### src/rtl/pu_scheduler.sv
// Layer scheduler for a single 4-input PU: credit-gated index issue, latency tracking, result FIFO.
// Optional perf counters are enabled with `define PU_SCHED_PERF_EN.
module pu_scheduler #(
    parameter int unsigned NUM_NEURONS = 8,
    parameter int unsigned PU_LAT      = 4,
    parameter int unsigned FIFO_DEPTH  = PU_LAT + 1,
    parameter int unsigned IDX_W       = (NUM_NEURONS > 1) ? $clog2(NUM_NEURONS) : 1
) (
    input  logic             clk,
    input  logic             rst_n,
    input  logic             start,
    output logic             busy,
    output logic             done,
    output logic             pu_issue,
    output logic [IDX_W-1:0] pu_idx,
    input  logic [31:0]      pu_result,
    output logic             out_valid,
    input  logic             out_ready,
    output logic [31:0]      out_data,
    output logic [IDX_W-1:0] out_idx
`ifdef PU_SCHED_PERF_EN
    ,
    output logic [31:0]      perf_stall_cycles,
    output logic [31:0]      perf_pass_cycles
`endif
);

    localparam int unsigned CNT_W = $clog2(NUM_NEURONS + 1);
    localparam int unsigned CRD_W = $clog2(FIFO_DEPTH + 1);
    localparam int unsigned PTR_W = (FIFO_DEPTH > 1) ? $clog2(FIFO_DEPTH) : 1;

    typedef enum logic [1:0] {StIdle, StIssue, StDrain, StDone} state_e;

    state_e             state_q;
    logic               busy_q;
    logic               done_q;
    logic [CNT_W-1:0]   issue_cnt_q;
    logic [CNT_W-1:0]   acc_cnt_q;
    logic [CRD_W-1:0]   credit_q;
    logic [CRD_W-1:0]   credit_d;

    logic               pipe_vld_q [PU_LAT];
    logic [IDX_W-1:0]   pipe_idx_q [PU_LAT];

    logic [31:0]        fifo_data_q [FIFO_DEPTH];
    logic [IDX_W-1:0]   fifo_idx_q  [FIFO_DEPTH];
    logic [PTR_W-1:0]   wr_ptr_q;
    logic [PTR_W-1:0]   rd_ptr_q;
    logic [CRD_W-1:0]   count_q;
    logic [CRD_W-1:0]   count_d;

    logic               push;
    logic               pop;
    logic               issue;
    logic               fifo_full;

    function automatic logic [PTR_W-1:0] ptr_inc(input logic [PTR_W-1:0] p);
        return (p == PTR_W'(FIFO_DEPTH - 1)) ? '0 : p + PTR_W'(1);
    endfunction

    assign push      = pipe_vld_q[PU_LAT-1];
    assign out_valid = (count_q != '0);
    assign pop       = out_valid & out_ready;
    assign fifo_full = (count_q == CRD_W'(FIFO_DEPTH));

    // A same-cycle pop frees one credit, so issue is allowed even at full credit.
    assign issue = (state_q == StIssue) && ((credit_q < CRD_W'(FIFO_DEPTH)) || pop);

    assign pu_issue = issue;
    assign pu_idx   = issue_cnt_q[IDX_W-1:0];
    assign busy     = busy_q;
    assign done     = done_q;
    assign out_data = out_valid ? fifo_data_q[rd_ptr_q] : '0;
    assign out_idx  = out_valid ? fifo_idx_q[rd_ptr_q] : '0;

    always_comb begin
        credit_d = credit_q;
        unique case ({issue, pop})
            2'b10:   credit_d = credit_q + CRD_W'(1);
            2'b01:   credit_d = credit_q - CRD_W'(1);
            default: credit_d = credit_q;
        endcase
    end

    always_comb begin
        count_d = count_q;
        unique case ({push, pop})
            2'b10:   count_d = count_q + CRD_W'(1);
            2'b01:   count_d = count_q - CRD_W'(1);
            default: count_d = count_q;
        endcase
    end

    // Sequencer FSM with registered busy/done.
    always_ff @(posedge clk or negedge rst_n) begin
        if (!rst_n) begin
            state_q     <= StIdle;
            busy_q      <= 1'b0;
            done_q      <= 1'b0;
            issue_cnt_q <= '0;
            acc_cnt_q   <= '0;
        end else begin
            done_q <= 1'b0;
            if (issue) begin
                issue_cnt_q <= issue_cnt_q + CNT_W'(1);
            end
            if (pop) begin
                acc_cnt_q <= acc_cnt_q + CNT_W'(1);
            end
            unique case (state_q)
                StIdle: begin
                    if (start) begin
                        state_q     <= StIssue;
                        busy_q      <= 1'b1;
                        issue_cnt_q <= '0;
                        acc_cnt_q   <= '0;
                    end
                end
                StIssue: begin
                    if (issue && (issue_cnt_q == CNT_W'(NUM_NEURONS - 1))) begin
                        state_q <= StDrain;
                    end
                end
                StDrain: begin
                    // Leave on the final pop itself so done lands one cycle after it.
                    if (pop && (acc_cnt_q == CNT_W'(NUM_NEURONS - 1))) begin
                        state_q <= StDone;
                        done_q  <= 1'b1;
                    end
                end
                StDone: begin
                    state_q <= StIdle;
                    busy_q  <= 1'b0;
                end
                default: state_q <= StIdle;
            endcase
        end
    end

    always_ff @(posedge clk or negedge rst_n) begin
        if (!rst_n) begin
            credit_q <= '0;
        end else begin
            credit_q <= credit_d;
        end
    end

    // Shadow of the PU pipeline: tail valid marks pu_result as belonging to the tail idx.
    always_ff @(posedge clk or negedge rst_n) begin
        if (!rst_n) begin
            for (int i = 0; i < PU_LAT; i++) begin
                pipe_vld_q[i] <= 1'b0;
                pipe_idx_q[i] <= '0;
            end
        end else begin
            pipe_vld_q[0] <= issue;
            pipe_idx_q[0] <= pu_idx;
            for (int i = 1; i < PU_LAT; i++) begin
                pipe_vld_q[i] <= pipe_vld_q[i-1];
                pipe_idx_q[i] <= pipe_idx_q[i-1];
            end
        end
    end

    always_ff @(posedge clk) begin
        if (push) begin
            fifo_data_q[wr_ptr_q] <= pu_result;
            fifo_idx_q[wr_ptr_q]  <= pipe_idx_q[PU_LAT-1];
        end
    end

    always_ff @(posedge clk or negedge rst_n) begin
        if (!rst_n) begin
            wr_ptr_q <= '0;
            rd_ptr_q <= '0;
            count_q  <= '0;
        end else begin
            if (push) begin
                wr_ptr_q <= ptr_inc(wr_ptr_q);
            end
            if (pop) begin
                rd_ptr_q <= ptr_inc(rd_ptr_q);
            end
            count_q <= count_d;
        end
    end

`ifdef PU_SCHED_PERF_EN
    logic [31:0] stall_q;
    logic [31:0] pass_q;

    always_ff @(posedge clk or negedge rst_n) begin
        if (!rst_n) begin
            stall_q <= '0;
            pass_q  <= '0;
        end else if ((state_q == StIdle) && start) begin
            stall_q <= '0;
            pass_q  <= '0;
        end else begin
            if ((state_q == StIssue) && !issue && (stall_q != '1)) begin
                stall_q <= stall_q + 32'd1;
            end
            // Counts ISSUE/DRAIN/DONE cycles: equals start-accept to done distance.
            if ((state_q != StIdle) && (pass_q != '1)) begin
                pass_q <= pass_q + 32'd1;
            end
        end
    end

    assign perf_stall_cycles = stall_q;
    assign perf_pass_cycles  = pass_q;
`endif

    a_no_overflow: assert property (@(posedge clk) disable iff (!rst_n) !(push && fifo_full));
    a_credit_max:  assert property (@(posedge clk) disable iff (!rst_n)
                                    credit_q <= CRD_W'(FIFO_DEPTH));

endmodule

### config.mk
export PLATFORM = sky130hd
export DESIGN_NAME = pu_scheduler
export DESIGN_NICKNAME = d
export VERILOG_FILES = /design/src/rtl/pu_scheduler.sv
export SDC_FILE = /design/constraint.sdc
export NUM_CORES = 1
export LEC_CHECK = 0
export ABC_AREA = 1
export ABC_CLOCK_PERIOD_IN_PS = 3400
export CAP_MARGIN = 20
export CORE_UTILIZATION = 50
export CTS_CLUSTER_DIAMETER = 100
export DETAILED_ROUTE_END_ITERATION = 12
export MAX_ROUTING_LAYER = met4
export PLACE_DENSITY = 0.73
export SYNTH_ARGS = -nofsm -noshare
export SYNTH_HDL_FRONTEND = slang
export SYNTH_SLANG_ARGS = --single-unit
export TNS_END_PERCENT = 1
### constraint.sdc
create_clock -name clk -period 3.4 [get_ports clk]
set_input_delay 0.68 -clock clk [delete_from_list [all_inputs] [get_ports clk]]
set_output_delay 0.68 -clock clk [all_outputs]
set_load 0.02 [all_outputs]
==> impl_metrics.py <==
metrics = {
    "status": {
        "status": "completed",
    },
    "timing": {
        "slew_headroom_pct": 40.8,
        "hold_ws_ns": 0.315,
        "final.setup_skew_ns": 0.00670,
        "grt_setup_unrepaired": "false",
        "period_share_pct": 95.5,
        "worstMarginPinSlew_ns": 0.888,
        "setup_viol": 0,
        "fmax_mhz": 308,
        "tns_ns": 0,
        "drv_slew": 0,
        "fin_crit_ns": 3.25,
        "finalHoldViolCount": 0,
    },
    "power": {
        "power.density_mw_per_mm2": 944,
        "ir_drop_mv": 0.515,
        "p_leak_uw": 0.00389,
    },
    "layout": {
        "final_cell_mix": "175 x edfxtp_1, 158 x nor2_1, 82 x o21ai_0, 76 x clkdlybuf4s50_1, 60 x inv_1",
        "post-route-util_pct": 62.0,
        "drive_above_1_share_pct": 9.53,
        "area_delta_synth_final_pct": 19.5,
        "final_nets": 842,
        "n_antenna_cell": 0,
        "multi_input_area_mm2": 0.00202,
        "fillerInstances": 1285,
        "seqCellArea_mm2": 0.00626,
        "final_common_cell": "edfxtp_1",
    },
    "route": {
        "route.met2.wl_um": 9080,
        "wl_per_cell_um": 17.4,
        "wirelength_um": 17900,
        "remaining_drc_errors": 0,
        "via_per_inst": 5.41,
        "wl_met3_um": 982,
        "detail_route.iter0.violations": 435,
        "top_layer_used": "met4",
        "vias": 5563,
        "ant_nets": 0,
        "firstDrtPassIters": 5,
        "wl_met1_um": 7450,
    },
    "critical_path": {
        "worstSetupEndpointType": "output pin",
        "crit_path_max_fanout": 71,
        "critPathKind": "flip-flop to output pin",
        "crit_family": "buffers and inverters",
        "cp_cell_sequence": "buf_6 -> o21ai_0 -> o22ai_1 -> o21ai_0 -> inv_1 -> clkdlybuf4s50_1",
        "required_ns": 2.72,
        "slowest_stage": "clkdlybuf4s50_1",
        "arrival_ns": 2.57,
        "cp_num_buf_inv": 3,
        "slowest_delay_ns": 0.60,
        "crit_path_frequent_cell": "o21ai_0",
        "crit_path_start_kind": "flip-flop",
        "r2r_slack_ns": 1.37,
    },
    "die": {
        "core-area_mm2": 0.0168,
        "io_pins": 78,
        "rows": 47,
        "start_util_pct": 51.9,
        "die_h_um": 134,
        "die_x_um": 134,
        "die_area_mm2": 0.0180,
    },
    "place": {
        "dp.final_hpwl_um": 10500,
        "finalWeightedCongestion": 0.768,
        "io_buffer_count": 77,
    },
    "synthesis": {
        "synth_cell_type_count": 34,
        "syn-cell-area_mm2": 0.00872,
        "netlist.area_leader.share_pct": 60.2,
        "syn-num-nets": 761,
        "yosysWarnings": 0,
        "synthCells": 712,
        "synth_area_per_cell_um2": 12.3,
        "synth_area_leaders": "edfxtp_1 60%, dfrtp_1 11%, nor2_1 7.0%",
        "yosysSeqAreaShare_pct": 71.7,
        "ys_ff_latch": 215,
        "yosysTopAreaCell": "edfxtp_1",
    },
    "clock_network": {
        "clkSlewWorstSetupHoldPaths_ns": 0.06,
        "clockBufferDepth": 3,
        "cts_tree": "yes",
        "clk_root_buffer_cell": "clkbuf_16",
        "htree_levels": 1,
        "insertion_delay_ns": 0.49,
        "postCtsSetupBuffers": 0,
        "cts_sinks": 215,
        "numCtsBuffers": 22,
    },
    "global_route": {
        "grt.overflow.total": 0,
        "antenna_found_initial": 0,
        "grt_pass1_vias": 5787,
        "grt_max_degree": 72,
        "grt_pass1_wl_um": 28700,
        "track_usage_pct": 21.2,
    },
    "min_path": {
        "hold_class": "primary input to async pin",
    },
    "job": {
        "drv_cap": 0,
    },
}
## synth_stat cells (all sizes together)
cell type,number
buf,30
edfxtp,175
fa,2
o211ai,1
o22ai,35
xor2,1
ha,11
nand4,4
a22oi,1
o21a,1
nand2,36
nand3b,1
inv,68
dfrtp,40
clkbuf,6
xnor2,3
o21ai,117
nor3,2
nor2,165
nand3,6
a21oi,7
## flip-flops by register name, indices dropped and copies added, names as in the netlist, 3 cells and up
register     flops
fifo_data_q    160
fifo_idx_q      15
pipe_idx_q      12
acc_cnt_q        4
issue_cnt_q      4
count_q          3
credit_q         3
pipe_vld_q       3
rd_ptr_q         3
wr_ptr_q         3
## cell families after synthesis
kind of cell	count (synthesis)	synth area share, %
buf+inv	104	5.51
xor+xnor	4	0.488
simple gates	214	10.2
compound gates	162	10.0
fa+ha+maj	13	2.04
flops	215	71.7
## layer usage
layer	up-vias	global-route usage (%)
li1	2625	-
met1	2728	25.8
met2	177	36.4
met3	33	3.14
met4	0	6.93
met5	-	-
## repair_timing
action,4_1_cts,5_1_grt
hold buffers,0,0
gates resized for setup,0,1
setup endpoints to repair,0,31
## final timing paths
| check | depth (start not counted) | end | startpoint |
|---|---|---|---|
| min in group clk | 0 | pipe_idx_q[6] | pipe_idx_q[9] |
| hold / removal | 1 | issue_cnt_q[3] | rst_n |
| setup reg to reg | 4 | fifo_data_q[2][11] | wr_ptr_q[0] |
| max in group asynchronous | 1 | rd_ptr_q[0] | rst_n |
| setup / recovery | 6 | out_idx[2] | rd_ptr_q[0] |
| hold reg to reg | 0 | pipe_idx_q[6] | pipe_idx_q[9] |
## worst register-to-register path, cell delays in order, from the launching register on
cell and delay (ns):
dfrtp_1 0.43, inv_1 0.10, nand2_1 0.14, nor2_4 0.65, buf_4 0.39
## through the flow
step | instances | power (uW) | cell area (um^2) | setup slack, ns
5_1_grt | 1028 | 10400 | 10400 | 0.0569
6_report | 1028 | 9840 | 10400 | 0.153
3_5_place_dp | 989 | 7610 | 9720 | 0.479
4_1_cts | 1028 | 9900 | 10400 | 0.00744
3_3_place_gp | 989 | 7440 | 9720 | 0.520
2_1_floorplan | 712 | 6130 | 8720 | 0.0374
## final cells by class
| type | instances | area share, % |
|---|---|---|
| clock buffers | 32 | 6.37 |
| repair buffers | 93 | 8.77 |
| flip-flops and latches | 215 | 60.0 |
| clock inverters | 7 | 0.312 |
| multi-input cells | 393 | 19.4 |
| well taps | 220 | 2.64 |
| inverters | 68 | 2.47 |
## power breakdown
group	switching, uW	internal, uW	total [uW]
clock network	927	1350	2280
registers	243	3350	3590
logic	2450	1520	3980
total	3620	6220	9840
Note: power is estimated with default switching activity, not from simulation.
